[src/rtl/snake_round_ctrl.sv]
`default_nettype none
// ============================================================================
// Module  : snake_round_ctrl
// Brief   : Round sequencer for the snake game: top-level state, move strobe,
//           round countdown and game-logic reset pulse. Optional macro
//           SNAKE_SPEEDUP_EN derives speed_level from tail_count.
// Revision: 1.0 - initial release
// ============================================================================
module snake_round_ctrl #(
    parameter int TAIL_W        = 6,
    parameter int BASE_PERIOD   = 3_125_000,
    parameter int STEP_DEC      = 156_250,
    parameter int MIN_PERIOD    = 625_000,
    parameter int TICKS_PER_SEC = 25_000_000,
    parameter int ROUND_SECONDS = 90
) (
    input  logic              vga_clk,
    input  logic              reset,
    input  logic              btn_start,
    input  logic              btn_pause,
    input  logic              game_over,
    input  logic              game_won,
    input  logic [TAIL_W-1:0] tail_count,
    output logic              step_tick,
    output logic              game_rst,
    output logic              time_max_flag,
    output logic [2:0]        state,
    output logic [6:0]        seconds_left,
    output logic [3:0]        speed_level
);

    localparam int                 c_CNT_W    = $clog2(BASE_PERIOD + 1);
    localparam int                 c_PRE_W    = $clog2(TICKS_PER_SEC + 1);
    localparam logic [c_CNT_W-1:0] c_CNT_INIT = c_CNT_W'(BASE_PERIOD - 1);
    localparam logic [c_PRE_W-1:0] c_PRE_LAST = c_PRE_W'(TICKS_PER_SEC - 1);
    localparam logic [6:0]         c_SEC_INIT = 7'(ROUND_SECONDS);

    typedef enum logic [2:0] {
        ST_IDLE  = 3'd0,
        ST_CLEAR = 3'd1,
        ST_PLAY  = 3'd2,
        ST_PAUSE = 3'd3,
        ST_OVER  = 3'd4,
        ST_WON   = 3'd5
    } state_t;

    state_t             r_state;
    state_t             w_state_next;
    logic               r_start_q1, r_start_q2, r_start_e;
    logic               r_pause_q1, r_pause_q2, r_pause_e;
    logic [c_CNT_W-1:0] r_step_cnt;
    logic [c_PRE_W-1:0] r_presc;
    logic [6:0]         r_seconds;
    logic               r_time_max;
    logic               r_step_tick;
    logic               r_game_rst;
    logic [3:0]         r_speed;
    logic [3:0]         w_speed_next;
    logic [31:0]        w_period;

`ifdef SNAKE_SPEEDUP_EN
    logic [31:0] w_tail_q;
    logic [31:0] w_dec;
    assign w_tail_q     = 32'(tail_count) >> 2;
    assign w_speed_next = (w_tail_q > 32'd15) ? 4'd15 : 4'(w_tail_q);
    assign w_dec        = 32'(STEP_DEC) * 32'(r_speed);
    // Compare before subtracting so large speed levels cannot wrap below zero.
    assign w_period     = ((w_dec + 32'(MIN_PERIOD)) >= 32'(BASE_PERIOD)) ?
                          32'(MIN_PERIOD) : (32'(BASE_PERIOD) - w_dec);
`else
    logic w_unused_tail;
    assign w_unused_tail = ^tail_count;
    assign w_speed_next  = 4'd0;
    assign w_period      = 32'(BASE_PERIOD);
`endif

    always_ff @(posedge vga_clk or posedge reset) begin
        if (reset) begin
            r_state <= ST_IDLE;
        end else begin
            r_state <= w_state_next;
        end
    end

    always_comb begin
        w_state_next = r_state;
        case (r_state)
            ST_IDLE:  if (r_start_e) w_state_next = ST_CLEAR;
            ST_CLEAR: w_state_next = ST_PLAY;
            ST_PLAY: begin
                if (game_over)                    w_state_next = ST_OVER;
                else if (game_won || r_time_max)  w_state_next = ST_WON;
                else if (r_pause_e)               w_state_next = ST_PAUSE;
            end
            ST_PAUSE: if (r_pause_e) w_state_next = ST_PLAY;
            ST_OVER,
            ST_WON:   if (r_start_e) w_state_next = ST_CLEAR;
            default:  w_state_next = ST_IDLE;
        endcase
    end

    // Registered edge strobes: one extra stage so every output stays registered.
    always_ff @(posedge vga_clk or posedge reset) begin
        if (reset) begin
            r_start_q1 <= 1'b0;
            r_start_q2 <= 1'b0;
            r_start_e  <= 1'b0;
            r_pause_q1 <= 1'b0;
            r_pause_q2 <= 1'b0;
            r_pause_e  <= 1'b0;
        end else begin
            r_start_q1 <= btn_start;
            r_start_q2 <= r_start_q1;
            r_start_e  <= r_start_q1 & ~r_start_q2;
            r_pause_q1 <= btn_pause;
            r_pause_q2 <= r_pause_q1;
            r_pause_e  <= r_pause_q1 & ~r_pause_q2;
        end
    end

    always_ff @(posedge vga_clk or posedge reset) begin
        if (reset) begin
            r_step_cnt  <= c_CNT_INIT;
            r_presc     <= '0;
            r_seconds   <= c_SEC_INIT;
            r_time_max  <= 1'b0;
            r_step_tick <= 1'b0;
            r_game_rst  <= 1'b0;
            r_speed     <= 4'd0;
        end else begin
            r_game_rst  <= (w_state_next == ST_CLEAR);
            r_step_tick <= 1'b0;
            r_speed     <= w_speed_next;
            if (w_state_next == ST_CLEAR) begin
                r_step_cnt <= c_CNT_INIT;
                r_presc    <= '0;
                r_seconds  <= c_SEC_INIT;
                r_time_max <= 1'b0;
            end else if (r_state == ST_PLAY) begin
                if (r_step_cnt == '0) begin
                    r_step_tick <= 1'b1;
                    r_step_cnt  <= c_CNT_W'(w_period - 32'd1);
                end else begin
                    r_step_cnt <= r_step_cnt - c_CNT_W'(1);
                end
                if (r_presc == c_PRE_LAST) begin
                    r_presc <= '0;
                    if (r_seconds != 7'd0) begin
                        r_seconds <= r_seconds - 7'd1;
                        if (r_seconds == 7'd1) r_time_max <= 1'b1;
                    end
                end else begin
                    r_presc <= r_presc + c_PRE_W'(1);
                end
            end
        end
    end

    assign state         = r_state;
    assign step_tick     = r_step_tick;
    assign game_rst      = r_game_rst;
    assign time_max_flag = r_time_max;
    assign seconds_left  = r_seconds;
    assign speed_level   = r_speed;

endmodule
`default_nettype wire

[config.mk]
export PLATFORM = sky130hd
export DESIGN_NAME = snake_round_ctrl
export DESIGN_NICKNAME = d
export VERILOG_FILES = /design/src/rtl/snake_round_ctrl.sv
export SDC_FILE = /design/constraint.sdc
export NUM_CORES = 1
export LEC_CHECK = 0
export CAP_MARGIN = 20
export CORE_ASPECT_RATIO = 0.9
export CORE_MARGIN = 2
export CORE_UTILIZATION = 62
export DETAILED_ROUTE_END_ITERATION = 12
export PLACE_DENSITY_LB_ADDON = 0.25
export RECOVER_POWER = 100
export SETUP_SLACK_MARGIN = 0.2
export SYNTH_ARGS = -nofsm -noshare
export SYNTH_HDL_FRONTEND = slang
export SYNTH_SLANG_ARGS = --single-unit
[constraint.sdc]
create_clock -name vga_clk -period 6.2 [get_ports vga_clk]
set_input_delay 1.24 -clock vga_clk [delete_from_list [all_inputs] [get_ports vga_clk]]
set_output_delay 1.24 -clock vga_clk [all_outputs]
set_load 0.03 [all_outputs]
==> results of run 1 <==
## state kept, by name (all words and copies together), names as in the netlist
| name | flops |
|---|---|
| seconds_left | 7 |
| r_start_e | 1 |
| r_start_q1 | 1 |
| r_pause_q1 | 1 |
| game_rst | 1 |
| r_step_cnt | 22 |
| step_tick | 1 |
| r_pause_q2 | 1 |
| r_pause_e | 1 |
| r_presc | 25 |
| r_start_q2 | 1 |
| time_max_flag | 1 |
| state | 3 |
## synthesized netlist by cell type, types with 2 or more instances
| cell type | n |
|---|---|
| sky130_fd_sc_hd__xor2_1 | 9 |
| sky130_fd_sc_hd__or4_1 | 10 |
| sky130_fd_sc_hd__inv_1 | 10 |
| sky130_fd_sc_hd__o211ai_1 | 2 |
| sky130_fd_sc_hd__dfrtp_1 | 48 |
| sky130_fd_sc_hd__nor3_1 | 12 |
| sky130_fd_sc_hd__buf_4 | 4 |
| sky130_fd_sc_hd__nor4_1 | 9 |
| sky130_fd_sc_hd__or2_2 | 2 |
| sky130_fd_sc_hd__and3_1 | 4 |
| sky130_fd_sc_hd__nand2_1 | 40 |
| sky130_fd_sc_hd__nor2b_1 | 5 |
| sky130_fd_sc_hd__nor2_1 | 26 |
| sky130_fd_sc_hd__nand4b_1 | 2 |
| sky130_fd_sc_hd__nand4_1 | 7 |
| sky130_fd_sc_hd__nand2b_1 | 7 |
| sky130_fd_sc_hd__clkbuf_1 | 8 |
| sky130_fd_sc_hd__xnor2_1 | 13 |
| sky130_fd_sc_hd__dfstp_2 | 18 |
| sky130_fd_sc_hd__a31oi_1 | 16 |
| sky130_fd_sc_hd__mux2i_1 | 2 |
| sky130_fd_sc_hd__ha_1 | 5 |
| sky130_fd_sc_hd__a21oi_1 | 16 |
| sky130_fd_sc_hd__o41ai_1 | 2 |
| sky130_fd_sc_hd__and4_1 | 3 |
| sky130_fd_sc_hd__o21ai_0 | 13 |
| sky130_fd_sc_hd__o31ai_1 | 5 |
| sky130_fd_sc_hd__nand3_1 | 18 |
| sky130_fd_sc_hd__a41oi_1 | 4 |
| sky130_fd_sc_hd__or4_4 | 2 |
| sky130_fd_sc_hd__nand3b_1 | 2 |
| sky130_fd_sc_hd__or3_1 | 6 |
| sky130_fd_sc_hd__o21a_1 | 2 |
| sky130_fd_sc_hd__buf_2 | 2 |
## worst max path at each step
stage	end	slack, ns	cells after the start
2_1_floorplan	game_rst	3.33	1
3_3_place_gp	r_presc[15]	3.36	6
3_5_place_dp	r_presc[15]	3.25	6
4_1_cts	r_presc[15]	3.19	6
5_1_grt	r_step_cnt[4]	2.82	5
6_report	r_step_cnt[4]	3.12	5
## metrics by stage
stage	area, sq um	hold slack [ns]
2_1_floorplan	3450	0.347
3_3_place_gp	3660	0.353
3_5_place_dp	3660	0.360
4_1_cts	3840	0.375
5_1_grt	3830	0.379
6_report	3830	0.370
## cell usage in the layout (no fill, tap or decap), types with 3 or more instances in the layout
cell type and instances:
sky130_fd_sc_hd__o31ai_1 5, sky130_fd_sc_hd__clkbuf_1 4, sky130_fd_sc_hd__ha_1 5, sky130_fd_sc_hd__nand2b_1 7
sky130_fd_sc_hd__dlygate4sd3_1 17, sky130_fd_sc_hd__a41oi_1 4, sky130_fd_sc_hd__nor4_1 10, sky130_fd_sc_hd__dfrtp_1 48
sky130_fd_sc_hd__conb_1 4, sky130_fd_sc_hd__xnor2_1 13, sky130_fd_sc_hd__o21ai_0 14, sky130_fd_sc_hd__or3_1 6
sky130_fd_sc_hd__xor2_1 9, sky130_fd_sc_hd__nor3_1 13, sky130_fd_sc_hd__nand2_1 40, sky130_fd_sc_hd__a31oi_1 16
sky130_fd_sc_hd__dfstp_2 18, sky130_fd_sc_hd__nand3_1 18, sky130_fd_sc_hd__and3_1 4, sky130_fd_sc_hd__nor2b_1 5
sky130_fd_sc_hd__inv_1 9, sky130_fd_sc_hd__nor2_1 26, sky130_fd_sc_hd__or4_1 10, sky130_fd_sc_hd__buf_4 4
sky130_fd_sc_hd__a21oi_1 16, sky130_fd_sc_hd__and4_1 3, sky130_fd_sc_hd__nand4_1 7, sky130_fd_sc_hd__clkbuf_8 12
## report_power, final
group	switching [W]	total, W	internal, W
sequential	0.0000730	0.000583	0.000510
combinational	0.000253	0.000382	0.000129
clock	0.000156	0.000333	0.000177
## layout make-up
type	count	area (sq um)	area share
clock buffers	14	173	0.0450
clock inverters	2	10.0	0.00261
inverters	11	41.3	0.0108
multi-input cells	266	1630	0.426
flip-flops and latches	66	1670	0.437
well taps	67	83.8	0.0219
repair buffers	24	218	0.0568
## cell families (layout without fill, tap and decap cells)
family | count (synthesis) | after routing | share of synthesized area
other cells | 1 | 4 | 0.00109
compound gates | 69 | 69 | 0.135
simple gates | 163 | 163 | 0.258
xor+xnor | 22 | 22 | 0.0561
mux | 3 | 3 | 0.00911
flops | 66 | 66 | 0.487
fa+ha+maj | 5 | 5 | 0.0182
buf+inv | 26 | 51 | 0.0357
## routing by layer
metal	GRT usage	vias up	part of all wire
li1	-	1334	-
met1	0.396	1408	0.47
met2	0.397	110	0.47
met3	0.0420	11	0.054
met4	0.102	0	0.0097
met5	0	-	0
## critical path, stage by stage (launching register included)
cell and delay (ns):
sky130_fd_sc_hd__dfrtp_1 0.42, sky130_fd_sc_hd__or4_1 0.59, sky130_fd_sc_hd__nor3_1 0.66, sky130_fd_sc_hd__nand4_1 0.37
sky130_fd_sc_hd__o21ai_0 0.76, sky130_fd_sc_hd__nor2_1 0.12
==> results.txt, run 1 <==
----------------------------------------------------
[Floorplan]
  Total Die Area ... 6150 sq um
  FP Rows ... 25
  Horiz. Die Dim ... 82.5 microns
  Starting density of the core ... 0.650
  Chip height ... 74.6 microns
  Core ar. ... 5290 sq um
  Count of boundary I/O pins ... 29

[Yosys]
  Average instance area after synthesis ... 9.67 sq um
  Number of warning messages in the yosys log ... 0
  Synthesized flop and latch total ... 66
  Distinct cell type count after synthesis ... 55
  Share of synthesized registers carrying an async set or reset ... 1.00
  Fraction of post-synthesis cell area in the top cell type by area ... 0.350
  Cell types occupying the most area after synthesis ... sky130_fd_sc_hd__dfrtp_1, sky130_fd_sc_hd__dfstp_2, sky130_fd_sc_hd__nand2_1, sky130_fd_sc_hd__xnor2_1, sky130_fd_sc_hd__a31oi_1
  Main flop type after synthesis ... sky130_fd_sc_hd__dfrtp_1
  Cell taking the most area after synthesis ... sky130_fd_sc_hd__dfrtp_1
  Number of flops mapped to enable cells by yosys ... 0
  Cell Area, Synth ... 3430 sq um
  Cells after Synth ... 355
  Seq/Total Area, Yosys ... 0.487

[Clocking]
  Clock latency reported for the late side of the worst-skew pair ... 0.33 ns
  CTS Buf Count ... 9
  Number of buffers added for setup after CTS ... 0
  Clk sink count ... 66
  CTS Hold Bufs ... 0
  Number of levels in the clock H-tree ... 3
  Post-cts sizing count ... 0
  Master cell of the clock root buffer ... sky130_fd_sc_hd__clkbuf_8
  Register clock-pin slew on the reported worst setup and hold paths ... 0.06 ns
  Clock Path Buffers ... 2
  TritonCTS clock tree ... done

[Setup path]
  Critical path class ... reg2reg
  End of the worst register-to-register path ... r_step_cnt[4]
  Highest net fanout along the worst path ... 8
  Crit start category ... register
  Critical path required time ... 6.38 ns
  CP startpoint ... r_step_cnt[3]
  Data arrival time of the worst path ... 3.25 ns
  Critical Path End Type ... register
  R2R cell count ... 5
  Register-to-register setup slack ... 3.12 ns
  RR Startpoint ... r_step_cnt[3]

[Cells and area]
  Diodes inserted ... 0
  Filler Cells Inserted ... 388
  Area Growth Syn to Fin ... 11.6%
  Non-filler instance count after layout ... 450
  Proportion of layout cells with a drive suffix above 1 ... 0.117
  Core utilization of the finished layout ... 0.725
  Total Nets Final ... 395

[STA]
  Worst setup margin ... 3.12 ns
  Worst-case clock skew ... 0.00708 ns
  Hold violation count in the final report ... 0
  Setup-violating endpoint count in the final report ... 0
  Sum Neg Setup Slack ... 0 ns
  Max Transition Viols Final ... 0
  Part of the cycle the worst path needs ... 0.496
  Setup repair after global routing missed its margin ... no
  Final critical-path required period ... 3.08 ns
  Headroom to the max-slew limit ... 0.441
  Slew at the pin with the worst max-slew slack ... 0.829 ns
  Highest achievable clock rate ... 0.325 GHz

[Detailed routing]
  First drt pass iteration count ... 5
  DRC violations left ... 0
  Post-route ant nets ... 0
  Detailed-route wire length ... 7440 microns
  Total vias in the final route ... 2863
  Post-detailed-route wirelength per cell ... 16.5 microns
  Violation count after the first detailed-route iteration ... 267
  Post-DR vias/cell ... 6.36

[Hold path]
  Worst min path class ... reg2reg
  Worst hold path startpoint ... r_start_q1
  Cells on Worst Hold Path ... 0
  Endpoint with the worst hold slack ... r_start_q2

[Placement]
  Total half-perimeter wirelength after legalization and detailed placement ... 4890 microns
  Setup WS pre-CTS ... 3.25 ns
  Port bufs ... 18
  Routability Congestion ... 0.845
  Placed Instances ... 432

[Global routing]
  GR Util All Layers ... 0.266
  First-pass GRT wire length ... 12400 microns
  Antenna violations before repair ... 0
  Largest net degree at the start of global routing ... 67
  Overflow after GRT ... 0
  Number of global-route vias before repair ... 2658

[Pwr]
  Leakage power figure ... 1.55 nW
  Total power divided by cell area ... 339 nW/um^2
  Peak supply drop ... 246 uV
  Overall Power ... 0.00130 W

[Run]
  Number of max-cap violations ... 0

[Status]
  Result of the run ... finished clean

----------------------------------------------------
Note: power is estimated with default switching activity, not from simulation.
==> run 2: changes to the inputs <==
CORE_UTILIZATION = 52   (was 62)
clock period = 2.5 ns   (was 6.2 ns; I/O delays follow)
==> run 2 against run 1 <==
Against the previous run: the flow now finishes with violations (max-capacitance violations, max-slew violations); core utilization down 9.3 points; global-route usage is 3.7 points lower; register-to-register slack lost 3.0 ns.
==> results.txt, run 2 (synthesized netlist as in run 1, its figures left out) <==
----------------------------------------------------
[Placement]
  Routability Congestion ... 0.804 (-4.8%)
  Total half-perimeter wirelength after legalization and detailed placement ... 5050 microns (+3.3%)
  Total placed instance area ... 3830 sq um (+4.8%)
  Port bufs ... 18 (unchanged)

[STA]
  Setup-violating endpoint count in the final report ... 0 (unchanged)
  Headroom to the max-slew limit ... -0.0508 (-0.492)
  Hold violation count in the final report ... 0 (unchanged)
  Highest achievable clock rate ... 0.419 GHz (+29%)
  Sum Neg Setup Slack ... 0 ns (unchanged)
  Max Transition Viols Final ... 67 (+67)
  Final critical-path required period ... 2.39 ns (-0.691 ns)
  Setup repair after global routing missed its margin ... yes
  Part of the cycle the worst path needs ... 0.954 (+0.458)
  Worst-case clock skew ... 0.0118 ns (+0.00470 ns)
  Slew at the pin with the worst max-slew slack ... 1.58 ns (+0.747 ns)

[Clocking]
  CTS Buf Count ... 9 (unchanged)
  Register clock-pin slew on the reported worst setup and hold paths ... 0.07 ns (about the same)
  TritonCTS clock tree ... done
  Master cell of the clock root buffer ... sky130_fd_sc_hd__clkbuf_8
  Number of levels in the clock H-tree ... 3 (unchanged)
  Clock Path Buffers ... 2 (unchanged)
  Clock latency reported for the late side of the worst-skew pair ... 0.35 ns (+0.02 ns)
  CTS Hold Bufs ... 0 (unchanged)
  Clk sink count ... 66 (unchanged)

[Pwr]
  Clock power share ... 0.261 (+0.005)
  Internal power of the cells ... 0.00211 W (+160%)
  Leakage power figure ... 1.66 nW (+6.9%)
  Peak supply drop ... 619 uV (+150%)
  Sequential power share ... 0.430 (-0.019)
  Portion of total power attributed to combinational logic ... 0.309 (+0.014)
  Total power divided by cell area ... 819 nW/um^2 (+140%)
  P_sw ... 0.00124 W (+160%)
  Switching portion of total power ... 0.370 (-0.000865)

[Global routing]
  Number of global-route vias before repair ... 2699 (+1.5%)
  Overflow after GRT ... 0 (unchanged)
  Most Used Layer, Global Route ... met1
  Antenna violations before repair ... 0 (unchanged)
  GR Util All Layers ... 0.229 (-0.0371)
  Met2 global-route usage ... 0.333 (-0.0639)
  Largest net degree at the start of global routing ... 67 (unchanged)
  Met1 Track Usage GR ... 0.340 (-0.0560)
  First-pass GRT wire length ... 12700 microns (+2.6%)
  Global Route met3 Usage ... 0.0650 (+0.0231)

[Floorplan]
  Starting density of the core ... 0.530 (-0.120)
  Chip height ... 81.1 microns (+8.7%)
  Total Die Area ... 7270 sq um (+18%)
  Core ar. ... 6480 sq um (+23%)
  Horiz. Die Dim ... 89.7 microns (+8.7%)
  Count of boundary I/O pins ... 29 (unchanged)
  FP Rows ... 28 (+12%)

[Cells and area]
  Max FFs per register ... 25 (unchanged)
  Register with the most flip-flops ... r_presc
  Core utilization of the finished layout ... 0.632 (-0.0934)
  Post-layout instance area ... 4100 sq um (+6.8%)
  Proportion of layout cells with a drive suffix above 1 ... 0.184 (+0.0668)
  Multi-input gate area in the final layout ... 1690 sq um (+3.5%)
  Filler Cells Inserted ... 523 (+35%)
  Sequential cell area ... 1670 sq um (unchanged)
  Total Nets Final ... 419 (+6.1%)
  Area Growth Syn to Fin ... 19.2%
  Most frequent standard cell in the layout excluding fill and tap cells ... sky130_fd_sc_hd__dfrtp_1
  Most frequent cells in the layout ... sky130_fd_sc_hd__dfrtp_1, sky130_fd_sc_hd__nand2_1, sky130_fd_sc_hd__nor2_1
  Diodes inserted ... 0 (unchanged)

[Detailed routing]
  Total vias in the final route ... 2910 (+1.6%)
  Detailed-route wire length ... 7810 microns (+5.0%)
  Post-route ant nets ... 0 (unchanged)
  DRC violations left ... 0 (unchanged)
  First drt pass iteration count ... 5 (unchanged)
  Post-DR vias/cell ... 5.86 (-8.0%)
  Post-detailed-route wirelength per cell ... 15.7 microns (-4.9%)
  Violation count after the first detailed-route iteration ... 165 (-38%)

[Setup path]
  Highest net fanout along the worst path ... 7 (-1)
  Crit start category ... register
  RR Startpoint ... r_step_cnt[12]
  Family of cells with the greatest summed delay on the critical path ... simple AND/OR/NAND/NOR gates
  Largest stage delay, worst path ... 0.62 ns (-0.14 ns)
  Sequence of cells on the critical path ... or4_1 > or3_4 > or4_4 > o21ai_4 > nor2_1
  Data arrival time of the worst path ... 2.61 ns (-0.64 ns)
  Critical path class ... reg2reg
  Critical path required time ... 2.73 ns (-3.65 ns)
  Critical Path End Type ... register
  Register-to-register setup slack ... 0.11 ns (-3.01 ns)
  CP Buf/Inv Count ... 0 (unchanged)
  End of the worst register-to-register path ... r_step_cnt[14]
  R2R cell count ... 5 (unchanged)
  Library cell contributing the largest single delay on the critical path ... sky130_fd_sc_hd__or4_1

[Run]
  Number of max-cap violations ... 1 (+1)

[Hold path]
  Worst min path class ... reg2reg
  Endpoint with the worst hold slack ... r_start_q2
  Worst hold path startpoint ... r_start_q1
  Cells on Worst Hold Path ... 0 (unchanged)

[Status]
  Failing checks ... max-capacitance violations, max-slew violations
  Result of the run ... finished, violations left

----------------------------------------------------
## run 2: cell types whose count changed in the layout (fill, tap and decap cells not counted), sizes merged
cell,before,now
buf,4,24
clkinv,4,2
o21a,2,3
clkinvlp,0,1
clkbuf,16,20
## run 2: worst max path at each step
stage	from	end	slack (ns)	depth (start not counted)
finish	r_step_cnt[12]	r_step_cnt[14]	0.11	5
global route	r_step_cnt[12]	r_step_cnt[14]	0.08	5
CTS	r_step_cnt[9]	r_step_cnt[1]	0.19	5
detailed placement	r_step_cnt[9]	r_step_cnt[1]	0.07	5
global placement	r_step_cnt[9]	r_step_cnt[1]	0.09	5
floorplan	state[2]	r_step_cnt[19]	0.20	5
## run 2: power groups by stage
stage / registers (W) / clock network, W / logic (W)
after floorplan: 0.00147 / 0 / 0.000640
after global placement: 0.00144 / 0 / 0.000973
after detailed placement: 0.00145 / 0 / 0.00100
after CTS: 0.00144 / 0.000889 / 0.00102
after global routing: 0.00147 / 0.000942 / 0.00114
final: 0.00144 / 0.000875 / 0.00104
## run 2: final cells by class
class,count,area share
multi-input combinational,267,0.413
sequential,66,0.409
timing repair buffer,47,0.0932
clock buffer,15,0.0455
tap,90,0.0275
inverter,11,0.0101
clock inverter,1,0.00183
## run 2: repair_timing
action / CTS / global route
gates resized for setup: 3 / 7
endpoints found under the hold margin: 0 / 0
buffers inserted: 1 / 6
gates cloned: 0 / 1
pin swaps: 1 / 12
endpoints found under the setup margin: 21 / 27
## run 2: worst reg2reg max path, cell delays in order, from the launching register on
cell and delay [ns]:
sky130_fd_sc_hd__dfrtp_1 0.39, sky130_fd_sc_hd__or4_1 0.62, sky130_fd_sc_hd__or3_4 0.41, sky130_fd_sc_hd__or4_4 0.49
sky130_fd_sc_hd__o21ai_4 0.27, sky130_fd_sc_hd__nor2_1 0.09
## run 2: through the flow
step / std cells / hold WS [ns] / setup WS (ns) / total power, W
detailed placement: 473 / 0.366 / 0.0708 / 0.00246
finish: 497 / 0.380 / 0.115 / 0.00335
floorplan: 358 / 0.347 / 0.203 / 0.00211
global placement: 473 / 0.357 / 0.0917 / 0.00241
global route: 497 / 0.403 / 0.0763 / 0.00355
CTS: 490 / 0.382 / 0.187 / 0.00334
## run 2: routing by layer
layer	up-vias	part of all wire	wire length, microns
li1	1384	-	-
met1	1442	0.47	3700
met2	74	0.47	3640
met3	10	0.048	375
met4	0	0.012	93
met5	-	0	0
